$ cat src/rtl/ha_array_pkg.sv
// Shared constants, FSM state type and the row-weighting rule for the
// half-adder array accumulator.
package ha_array_pkg;

    localparam int N_ARRAYS = 4;
    localparam int T_W      = 9;
    localparam int B_W      = 7;
    localparam int P_W      = 16;

    typedef enum logic [1:0] {
        IDLE,
        ACC,
        DONE
    } state_t;

    // Array k contributes (t + 4*b) scaled by 4^k; the unshifted sum fits in 10 bits.
    function automatic logic [P_W-1:0] row_value(
        input logic [T_W-1:0] t,
        input logic [B_W-1:0] b,
        input logic [1:0]     k
    );
        logic [P_W-1:0] base;
        base = P_W'(t) + (P_W'(b) << 2);
        return base << {k, 1'b0};
    endfunction

endpackage

$ cat src/rtl/ha_row_weight.sv
// Combinational weighting of one (t, b) row pair into its 16-bit product term.
module ha_row_weight
    import ha_array_pkg::*;
(
    input  logic [T_W-1:0] t,
    input  logic [B_W-1:0] b,
    input  logic [1:0]     k,
    output logic [P_W-1:0] row
);

    assign row = row_value(t, b, k);

endmodule

$ cat src/rtl/ha_array_accumulator.sv
// Captures four weighted row pairs in one handshake and sums them into a
// 16-bit product, ROWS_PER_CYCLE arrays per clock.
module ha_array_accumulator
    import ha_array_pkg::*;
#(
    parameter int ROWS_PER_CYCLE = 1
) (
    input  logic           clk,
    input  logic           rst_n,
    input  logic           in_valid,
    output logic           in_ready,
    input  logic [T_W-1:0] ha_array_0_t,
    input  logic [T_W-1:0] ha_array_1_t,
    input  logic [T_W-1:0] ha_array_2_t,
    input  logic [T_W-1:0] ha_array_3_t,
    input  logic [B_W-1:0] ha_array_0_b,
    input  logic [B_W-1:0] ha_array_1_b,
    input  logic [B_W-1:0] ha_array_2_b,
    input  logic [B_W-1:0] ha_array_3_b,
    output logic           out_valid,
    input  logic           out_ready,
    output logic [P_W-1:0] product
);

    state_t         state;
    logic [1:0]     cnt;
    logic [P_W-1:0] acc;
    logic [P_W-1:0] acc_next;
    logic [T_W-1:0] t_in   [N_ARRAYS];
    logic [B_W-1:0] b_in   [N_ARRAYS];
    logic [T_W-1:0] t_hold [N_ARRAYS];
    logic [B_W-1:0] b_hold [N_ARRAYS];
    logic [P_W-1:0] rows   [ROWS_PER_CYCLE];
    logic           accept;
    logic           last_step;

    assign t_in[0] = ha_array_0_t;
    assign t_in[1] = ha_array_1_t;
    assign t_in[2] = ha_array_2_t;
    assign t_in[3] = ha_array_3_t;
    assign b_in[0] = ha_array_0_b;
    assign b_in[1] = ha_array_1_b;
    assign b_in[2] = ha_array_2_b;
    assign b_in[3] = ha_array_3_b;

    // In DONE a new capture may overlap the output handshake on the same edge.
    assign in_ready  = rst_n & ((state == IDLE) | ((state == DONE) & out_ready));
    assign accept    = in_valid & in_ready;
    assign last_step = (cnt == 2'(N_ARRAYS - ROWS_PER_CYCLE));
    assign product   = acc;

    for (genvar g = 0; g < ROWS_PER_CYCLE; g++) begin : g_row
        logic [1:0] idx;
        assign idx = cnt + 2'(g);
        ha_row_weight u_row (
            .t   (t_hold[idx]),
            .b   (b_hold[idx]),
            .k   (idx),
            .row (rows[g])
        );
    end

    always_comb begin
        acc_next = acc;
        for (int g = 0; g < ROWS_PER_CYCLE; g++) begin
            acc_next = acc_next + rows[g];
        end
    end

    always_ff @(posedge clk) begin
        if (!rst_n) begin
            state     <= IDLE;
            out_valid <= 1'b0;
            cnt       <= '0;
            acc       <= '0;
            for (int k = 0; k < N_ARRAYS; k++) begin
                t_hold[k] <= '0;
                b_hold[k] <= '0;
            end
        end else begin
            case (state)
                IDLE: begin
                    if (accept) begin
                        state <= ACC;
                    end
                end
                ACC: begin
                    acc <= acc_next;
                    if (last_step) begin
                        cnt       <= '0;
                        state     <= DONE;
                        out_valid <= 1'b1;
                    end else begin
                        cnt <= cnt + 2'(ROWS_PER_CYCLE);
                    end
                end
                DONE: begin
                    if (out_ready) begin
                        out_valid <= 1'b0;
                        state     <= in_valid ? ACC : IDLE;
                    end
                end
                default: state <= IDLE;
            endcase

            if (accept) begin
                acc <= '0;
                cnt <= '0;
                for (int k = 0; k < N_ARRAYS; k++) begin
                    t_hold[k] <= t_in[k];
                    b_hold[k] <= b_in[k];
                end
            end
        end
    end

endmodule

$ cat config.mk
export PLATFORM = sky130hd
export DESIGN_NAME = ha_array_accumulator
export DESIGN_NICKNAME = d
export VERILOG_FILES = /design/src/rtl/ha_array_pkg.sv /design/src/rtl/ha_row_weight.sv /design/src/rtl/ha_array_accumulator.sv
export SDC_FILE = /design/constraint.sdc
export NUM_CORES = 1
export LEC_CHECK = 0
export CORE_MARGIN = 5
export CORE_UTILIZATION = 52
export CTS_BUF_LIST = sky130_fd_sc_hd__clkbuf_4 sky130_fd_sc_hd__clkbuf_8 sky130_fd_sc_hd__clkbuf_16
export DETAILED_ROUTE_END_ITERATION = 10
export GPL_TIMING_DRIVEN = 1
export PLACE_DENSITY = 0.79
export SLEW_MARGIN = 0
export SYNTH_ARGS = -nofsm -noshare
export SYNTH_HDL_FRONTEND = slang
export SYNTH_HIERARCHICAL = 1
export SYNTH_SLANG_ARGS = --single-unit
$ cat constraint.sdc
create_clock -name clk -period 5.1 [get_ports clk]
set_clock_uncertainty 0.05 [all_clocks]
set_input_delay 0.765 -clock clk [delete_from_list [all_inputs] [get_ports clk]]
set_output_delay 0.765 -clock clk [all_outputs]
set_load 0.02 [all_outputs]
After elaboration in Yosys (flattened, before gate mapping). Memories as Yosys holds them, arrays and structs flattened. A register that Yosys moved wholly into a read port is not among the register bits. Index checks and enable logic that the tools add are counted.

Add/subtract/negate cells: 3. Multipliers: 0. Divide/modulo/power cells: 0. Order comparisons: 0. Eq/ne operators: 6. Shift operators: 1. Multiplexer cells: 25. Bitwise operators: 13. Reductions and logical operators: 5.

Operator list (number): 9-bit 2-to-1 mux (4); 7-bit 2-to-1 mux (4); 16-bit adder (1); 2-bit 2-to-1 mux (8); 10-bit by 3-bit left shift with 16-bit output (1); 9-bit by 9-bit adder with 10-bit output (1); 1-bit OR (9); 1-bit 2-to-1 mux (7); 2-bit != test (second input constant) (3); 2-bit one-hot mux with 3 select lines (1); 3-bit AND reduction (2); 2-bit equality test (second input constant) (2); 1-bit bitwise AND (3); 2-bit by 1-bit adder with 2-bit output (second input constant) (1); 2-bit by 1-bit equality test with 1-bit output (second input constant) (1); 2-bit logical NOT (1); 1-bit one-hot mux with 2 select lines (1); 2-bit nonzero test (1); 2-bit OR reduction (1); 1-bit inverter (1).

Flip-flop bits (word level): 21. Latch bits: 0. RAM bits: 64. ROM bits: 0. Logic and storage cells: 59. Memories kept: 2.

Memories: t_hold (words 4, width 9, read ports 1, clocked after Yosys merged registers in 1, wr ports 4, RTL line ha_array_accumulator.sv:31) `logic [T_W-1:0] t_hold [N_ARRAYS];`; b_hold (words 4, width 7, read ports 1, clocked after Yosys merged registers in 1, wr ports 4, RTL line ha_array_accumulator.sv:32) `logic [B_W-1:0] b_hold [N_ARRAYS];`.

Depth between registers and ports, before layout.
Depth after elaboration: 9. Gate-level depth with buffers: 19. Gate-level depth less buffers: 16.

Modules after synthesis. The synthesis kept the hierarchy.

By module, submodules not included: ha_array_accumulator (times used 1, cells an instance 365, area an instance 4411.7 sq um, seq. area each 2382.3 sq um); ha_row_weight (times used 1, cells an instance 92, area an instance 618.1 sq um, seq. area each 0.0 sq um).

Worst setup path before layout. Ideal clock, no wire load.

Kind: flip-flop to flip-flop. Start: register with a tool-made name. End: register acc[15], in the netlist product[15]. Data arrival time: 4253 ps. Setup slack: 669 ps. Stages on the path, launching flop included: 19. Path through: dfxtp_1 buf_2 buf_2 mux4_2 ha_1 inv_1 fa_1 nor2b_4 o31a_4 a32o_1 a2111o_1 mux2i_1 ha_1 a211oi_1 o211ai_1 a221oi_1 a211oi_1 o21ai_1 o31ai_1.

RTL lines: end signal, assigned (RTL line ha_array_accumulator.sv:88) `acc <= acc_next;`; end, declared (RTL line ha_array_accumulator.sv:27) `logic [P_W-1:0] acc;`.

==> flow_summary_export.csv <==
group,metric,value,unit
cts,h-tree-depth,3,
place,place_hpwl,8670,um
sta,tns,0,ns
synthesis,synth_area_leaders,"edfxtp_1, dfxtp_1, and3_1",
worst_setup_path,cp_max_fo,7,
cts,cts_buffers,9,
run_status,status,"complete, no violations",
sta,max-slew-margin-rel,43.7,%
final_layout,antenna_cells,0,
sta,worstMarginPinSlew,0.842,ns
worst_setup_path,worst_ep_arrival_time,4.82,ns
sta,finalCritPeriodShare,90.2,%
cts,clk_pin_slew_worst_paths,0.09,ns
synthesis,synth_flop_cell,"edfxtp_1",
cts,ctsResizeCount,0,
detailed_routing,finalWirelength,11400,um
cts,cts_tree,"yes",
synthesis,synth-seq-cells,87,
synthesis,synthDistinctLibCells,67,
floorplan,dieArea,11700,um^2
power_and_ir_drop,power.share.switching,29.7,%
power_and_ir_drop,p_per_area,291,nW/um^2
worst_setup_path,crit_path_start_kind,"flop",
place,dpl_cell_area,5960,um^2
detailed_routing,drc,0,
detailed_routing,viasPerCell,5.73,
sta,post-route-min-period,4.60,ns
cts,clock_latency,0.35,ns
sta,maxSlewViolCount,0,
sta,hold_violations,0,
floorplan,io_pins,86,
final_layout,fin_nets,622,
synthesis,syn_nets,550,
detailed_routing,drt_iter0_drc,211,
power_and_ir_drop,power_frac_comb,25.8,%
synthesis,syn_inst,457,
synthesis,syn-cell-area,5030,um^2
cts,clock_sinks,87,
floorplan,core_area,9330,um^2
grt,overflow,0,
grt,grt_pass1_vias,3821,
grt,grt.total_usage,20.0,%
floorplan,die_x,108,um
detailed_routing,wl_per_cell,17.2,um
detailed_routing,num_vias,3802,
hold_path,worstHoldPathType,"reg -> reg",
cts,post_cts_buffers,0,
synthesis,yosysWarnings,6,
floorplan,die_h,108,um
power_and_ir_drop,power.switching,0.533,mW
final_layout,syn_to_final_growth,22.6,%
place,gp_congestion,0.951,
sta,rsz0062_at_grt,"false",
place,io_buffers,85,
power_and_ir_drop,ir_drop,0.175,mV
sta,finalSetupViolations,0,
grt,grt_max_degree,66,
cts,clock_path_buffers,2,
detailed_routing,ant_nets,0,
flow_run,drv_cap,0,
worst_setup_path,criticalPathCategory,"reg -> reg",
floorplan,start_util,53.9,%
synthesis,avgSynthCellArea,11.0,um^2
synthesis,netlist.top_cell.by_area,"edfxtp_1",
final_layout,drive_gt1_share,9.93,%
grt,grt_pass1_wl,18500,um
worst_setup_path,crit_required,5.31,ns
power_and_ir_drop,p_leak,2.59,nW
synthesis,synthDominantCellAreaShare,38.2,%
floorplan,std_cell_rows,35,
cts,clockRootBuffer,"clkbuf_8",
final_layout,final_area,6160,um^2
final_layout,utilization,66.1,%
power_and_ir_drop,internal_power,1.26,mW
detailed_routing,detail_route.first_pass.iterations,5,
synthesis,synth_edf_count,64,
grt,antenna_found_initial,0,
cts,cts_hold_buf,0,
sta,fmax,217,MHz
synthesis,yosysSeqAreaShare,47.4,%
power_and_ir_drop,pwr-share-seq,46.8,%
worst_setup_path,crit_path_end_kind,"flop",
synthesis,ys_async_sr_fraction,0,%
power_and_ir_drop,clkPwrFrac,27.4,%
==> registers in the layout (all words and copies together), names as in the netlist, named ones only <==
signal,count
t_hold,36
b_hold,28
product,16
cnt,2
state,2
out_valid,1
==> cell families (layout without fill, tap and decap cells) <==
kind of cell | count (synthesis) | count (layout) | share of synthesized area (%)
simple gates | 172 | 172 | 18.8
compound gates | 97 | 97 | 13.2
flops | 87 | 87 | 47.4
buf+inv | 44 | 121 | 3.95
fa+ha+maj | 25 | 25 | 6.52
mux | 22 | 22 | 8.38
xor+xnor | 10 | 10 | 1.74
==> worst max-delay path: stages (launching register included) <==
cell and delay, ns:
dfxtp_1 0.53, buf_4 0.27, mux4_2 0.52, ha_1 0.34, nor2b_4 0.15, o31a_4 0.31, a32o_1 0.26, a2111o_1 0.43
mux2i_1 0.17, ha_1 0.33, a211oi_1 0.28, o211ai_1 0.13, a221oi_1 0.32, a211oi_1 0.14, o31ai_1 0.28
==> stage by stage <==
stage	hold WS (ns)	cells	total power, mW	setup slack (ns)
global placement	0.413	647	1.30	0.620
floorplan	0.445	457	1.17	0.669
detailed placement	0.423	647	1.32	0.512
global route	0.449	663	1.88	0.174
finish	0.432	663	1.80	0.499
CTS	0.434	663	1.80	0.478
==> path summary, 6_finish.rpt <==
| path | slack (ns) | end | cells past startpoint | startpoint |
|---|---|---|---|---|
| hold reg to reg | 0.43 | product[10]$_SDFFE_PP0P_ | 2 | product[10]$_SDFFE_PP0P_ |
| hold / removal | 0.43 | product[10]$_SDFFE_PP0P_ | 2 | product[10]$_SDFFE_PP0P_ |
| setup / recovery | 0.50 | product[15]$_SDFFE_PP0P_ | 14 | flop |
| setup reg to reg | 0.50 | product[15]$_SDFFE_PP0P_ | 14 | flop |
==> final cells by class <==
class	count	area [um^2]
multi-input combinational	326	2450
clock buffer	9	124
clock inverter	7	78.8
fill	711	3160
sequential	87	2380
inverter	13	48.8
timing repair buffer	92	916
tap	129	161
==> power groups by stage <==
| stage | logic, mW | clock network [mW] | registers, mW |
|---|---|---|---|
| floorplan | 0.318 | 0 | 0.857 |
| global placement | 0.445 | 0 | 0.856 |
| detailed placement | 0.460 | 0 | 0.858 |
| CTS | 0.461 | 0.500 | 0.841 |
| global route | 0.505 | 0.530 | 0.848 |
| finish | 0.463 | 0.492 | 0.841 |
==> Yosys cell counts (all sizes together), types with 2 or more instances <==
library cell and instances:
buf 8, o21a 4, nand3b 2, and4 3, xor2 4, inv 12
or3 2, edfxtp 64, nor4 3, clkbuf 23, nand2b 2, a21oi 24
mux4 16, and2 5, nand4 2, nor2 19, a211oi 8, nand2 39
nor2b 3, and3 72, o211ai 4, dfxtp 23, or2 3, xnor2 6
o31ai 3, mux2i 5, fa 2, a211o 2, o21ai 20, nand3 5
ha 23, a2111oi 2, nor3 9, a21o 8, o21bai 2, o31a 2
a31oi 5
==> cell usage in the layout, fill, tap and decap left out, types with 9 or more instances in the layout <==
cell             count
clkdlybuf4s50_1     85
and3_1              70
edfxtp_1            64
nand2_1             39
ha_1                23
dfxtp_1             23
a21oi_1             22
nor2_1              18
mux4_2              16
o21ai_0             16
inv_1               11
nor3_1               9
clkbuf_8             9
==> metal layers <==
metal  track usage, %  vias up  part of all wire, %
met5                0        -                    0
met2             32.4      103                   49
met4             6.13        0                  1.3
met3             3.10       14                  4.4
li1                 -     1891                    -
met1             27.8     1794                   46
Note: power is estimated with default switching activity, not from simulation.
==> RTL change 1 (same flow settings) <==
`B_W`: 7 -> 14.
--- a/src/rtl/ha_array_pkg.sv
+++ b/src/rtl/ha_array_pkg.sv
@@ -4,7 +4,7 @@
 
     localparam int N_ARRAYS = 4;
     localparam int T_W      = 9;
-    localparam int B_W      = 7;
+    localparam int B_W      = 14;
     localparam int P_W      = 16;
 
     typedef enum logic [1:0] {
Ports: changed (resized ha_array_0_b, ha_array_1_b, ha_array_2_b and ha_array_3_b); port bits go from 86 to 114. No check against the original RTL was run, so the function may have changed too.
==> RTL change 1 against the unedited design <==
Die area grew 25%. Sequential share of layout area grew 0.33 points. Power grew 64%. Area after synthesis grew 28%. Setup slack lost 0.21 ns. Final cell count grew 26%. Design area grew 34%. Sequential cell count grew 28. Sequential power grew 34%. Worst hold slack lost 0.00079 ns. Largest power group is now the clock network. Routed wire length grew 32%.
==> RTL change 1: results <==
power_and_ir_drop:
  leakagePower_nw: 3.511
  powerSeq_mw: 1.13
  p_sw_frac: 0.2686
  power.group.top: "the clock network"
  finalPower_mw: 2.951
  peakVddDrop_mv: 0.2948
  combPwrFrac: 0.216
global_routing:
  grt_first_pass_wirelength_um: 24520
  grt_pass1_vias: 4969
  grt_util_met2: 0.3654
  grt_util_met1: 0.2658
  met3_usage: 0.06527
synthesis:
  synth_edf_count: 92
  synthTopCellsByArea: "edfxtp_1 (43%), and3_1 (9.5%), mux4_2 (8.1%)"
  synth-seq-area-share: 0.5020
  synthCells: 554
  ys_types: 58
  synth_top_area_frac: 0.4303
  synth_commonest_cells: "and3_1 (97), edfxtp_1 (92), a21oi_1 (37), nor2_1 (35), clkbuf_1 (32)"
  synth_nets: 675
place:
  postPlaceCellArea_um2: 7676
  dp_hpwl_um: 10950
  portBuffers: 113
  gp_congestion: 0.9501
  dp_cells: 802
routing:
  route.met2.wl_um: 7628
  vias: 4837
  drt_pre_antenna_iters: 6
  drtIter0Drc: 331
  wl_met3_um: 979
  routed_wl_um: 15070
clocking:
  path_clk_slew_ns: 0.05
  tritoncts.num_buffers: 17
  htree_levels: 4
  clkLatencyLatePin_ns: 0.42
layout:
  drive_above_1_share: 0.1126
  fin_nets: 774
  fin_util: 0.6862
  finalNonFillerCells: 834
  largest_reg_flops: 56
  regMostFlops: "b_hold"
timing:
  timing.hold.ws_ns: 0.4307
  max_freq_ghz: 0.2077
  worst_slew_pin_slew_ns: 0.9496
critical_path:
  r2r_slack_ns: 0.29
  arrival_ns: 5.12
  path_max_fanout: 13
run_status:
  status: "finished, final reports clean"
RTL change 1: changes by cell type after synthesis, sizes merged, moves of 8 or more:
cell,before,now
clkbuf,23,32
nor2,19,35
edfxtp,64,92
nand2,39,31
a21oi,24,39
and3,72,97
RTL change 1: cells by family after synthesis:
logic type	after synthesis	synth area share
compound gates	118	0.1296
buf+inv	51	0.03177
mux	36	0.1012
flops	115	0.5020
fa+ha+maj	25	0.05106
simple gates	193	0.1625
xor+xnor	16	0.02183
RTL change 1: layout make-up:
class	count	area, um2	area share
multi-input cells	388	3009	0.3636
clock buffers	18	432.9	0.05231
flip-flops and latches	115	3226	0.3897
well taps	168	210.2	0.02540
inverters	11	41.29	0.004989
clock inverters	14	162.7	0.01965
repair buffers	120	1195	0.1444
RTL change 1: worst min path at each step:
stage / from / to / cells after the start
floorplan: cnt[1] / flop / 2
global placement: product[0] / product[0] / 2
detailed placement: product[0] / product[0] / 2
CTS: product[0] / product[0] / 2
global route: product[5] / product[5] / 2
finish: product[0] / product[0] / 2
RTL change 1: critical path, stage by stage, from the launching register on:
cell and delay [ns]:
dfxtp_2 0.45, buf_6 0.26, mux4_2 0.55, inv_1 0.10, fa_1 0.25, nor2b_4 0.06, o31a_4 0.30, o31a_1 0.29
o21ai_0 0.28, mux2i_1 0.30, o2bb2ai_1 0.20, ha_1 0.35, nand2_1 0.15, nor2_1 0.08, a221o_1 0.33, or3_1 0.37
a311oi_1 0.28, a41o_1 0.12
RTL change 1: what timing repair did:
action | in CTS | in global routing
hold endpoints to repair | 0 | 0
buffers inserted | 0 | 0
endpoints found under the setup margin | 0 | 2
resized for setup | 0 | 2
==> RTL change 2 (same settings) <==
Without the edit above. Encoding of `state_t`: now one-hot (3 bits for 3 states).
--- a/src/rtl/ha_array_pkg.sv
+++ b/src/rtl/ha_array_pkg.sv
@@ -7,10 +7,10 @@
     localparam int B_W      = 7;
     localparam int P_W      = 16;
 
-    typedef enum logic [1:0] {
-        IDLE,
-        ACC,
-        DONE
+    typedef enum logic [2:0] {
+        IDLE = 3'b001,
+        ACC  = 3'b010,
+        DONE = 3'b100
     } state_t;
 
     // Array k contributes (t + 4*b) scaled by 4^k; the unshifted sum fits in 10 bits.
Function: no difference found for any inputs over 4 cycles, from zero or initial values and one cycle with rst_n low; so few cycles prove little.
==> RTL change 2 against the unedited design <==
Routed wire length shrank 3.9%. Sequential cell count grew 1. Clock power grew 0.8%. Non-clock buffer count shrank 1. Setup slack lost 0.10 ns. Design area grew 0.41%. Power shrank 5.1%. Area after synthesis grew 0.52%. Die area grew 0.47%.
==> RTL change 2: results <==
run_status:
  status: "finished, final reports clean"
synthesis:
  synth_edf_count: 64
  ys_async_sr_fraction: 0
  synth-seq-area-share: 0.4751
  synth_nets: 542
  synthTopCellsByArea: "edfxtp_1 (38%), dfxtp_1 (9.5%), and3_1 (8.0%)"
  ys_warn_count: 6
  synth_commonest_cells: "and3_1 (65), edfxtp_1 (64), nand2_1 (38), a21oi_1 (24), dfxtp_1 (24)"
  ys_types: 70
place:
  portBuffers: 85
  gp_congestion: 0.8852
  dp_hpwl_um: 8308
routing:
  drt-vias-per-instance: 5.804
  drt_pre_antenna_iters: 5
  routed_wl_um: 10970
  drtIter0Drc: 205
worst_hold_path:
  min_from: "product[5]"
  hold_path_end: "product[5]"
power_and_ir_drop:
  peakVddDrop_mv: 0.1811
  leakagePower_nw: 2.568
clocking:
  root_buffer: "clkbuf_8"
timing:
  timing.hold.ws_ns: 0.4353
  slew_headroom: 0.5141
  slew_violations: 0
layout:
  regMostFlops: "t_hold"
  fin_nets: 613
  drive_above_1_share: 0.1143
critical_path:
  path_max_fanout: 9
  r2r_slack_ns: 0.40
  r2r_cells: 16
  arrival_ns: 4.94
  reg2reg_to: "product[15]"
global_routing:
  grt_pass1_vias: 3847
  grt_first_pass_wirelength_um: 18100
  grt_max_degree: 83
  antenna_found_initial: 0
  grt_use_total: 0.1962
RTL change 2: layer usage:
metal  routed length (um)  track usage
met1                 4723       0.2541
met2                 5341       0.3239
met3                  571      0.03403
met4                  337      0.08566
met5                    0            0
RTL change 2: cell families (layout without fill, tap and decap cells):
| family | count (synthesis) | count (layout) | share of synthesized area |
|---|---|---|---|
| AOI/OAI and AO/OA | 102 | 102 | 0.1480 |
| and+or+nand+nor | 161 | 161 | 0.1732 |
| buffers and inverters | 38 | 114 | 0.03365 |
| xor gates and xnor gates | 15 | 15 | 0.02598 |
| muxes | 20 | 20 | 0.07919 |
| adders and majority gates | 25 | 25 | 0.06484 |
| DFF | 88 | 88 | 0.4751 |
RTL change 2: how the worst max path moves through the flow:
stage | from | to | slack, ns | cells after the start
CTS | flop | product[15] | 0.37 | 16
global route | flop | product[13] | 0.16 | 15
detailed placement | flop | product[15] | 0.39 | 16
finish | flop | product[15] | 0.40 | 16
global placement | flop | product[15] | 0.53 | 16
floorplan | flop | product[15] | 0.58 | 18
RTL change 2: stage by stage:
step | setup WS [ns] | std cells | instance area (um2) | power (mW) | util
2_1_floorplan | 0.5847 | 449 | 5056 | 1.101 | -
3_3_place_gp | 0.5281 | 642 | 5991 | 1.207 | 0.6215
3_5_place_dp | 0.3904 | 642 | 5991 | 1.221 | 0.6215
4_1_cts | 0.3698 | 658 | 6190 | 1.709 | 0.6421
5_1_grt | 0.1599 | 658 | 6190 | 1.782 | 0.6421
6_report | 0.3950 | 658 | 6190 | 1.704 | 0.6421
RTL change 2: worst max-delay path, stage by stage (launching register included):
cell	delay [ns]
dfxtp_1	0.66
mux4_2	0.58
ha_1	0.25
inv_1	0.09
fa_1	0.26
nor2b_4	0.05
o31a_4	0.31
a32o_1	0.26
a2111o_1	0.43
mux2i_1	0.17
ha_1	0.33
a21o_1	0.24
a31o_2	0.27
a21oi_4	0.16
o21ai_2	0.08
a221o_1	0.37
o211ai_2	0.06
RTL change 2: power breakdown:
part / total (mW) / switching (mW) / internal, mW
Clock: 0.496 / 0.262 / 0.235
Combinational: 0.363 / 0.190 / 0.173
Sequential: 0.845 / 0.0216 / 0.823
Total: 1.70 / 0.473 / 1.23
RTL change 2: layout make-up:
| cell class | instances | area (um2) |
|---|---|---|
| well taps | 133 | 166.4 |
| repair buffers | 91 | 895.9 |
| fillers | 774 | 3450 |
| flip-flops and latches | 88 | 2402 |
| inverters | 7 | 31.28 |
| clock inverters | 6 | 67.56 |
| multi-input cells | 323 | 2495 |
| clock buffers | 10 | 131.4 |
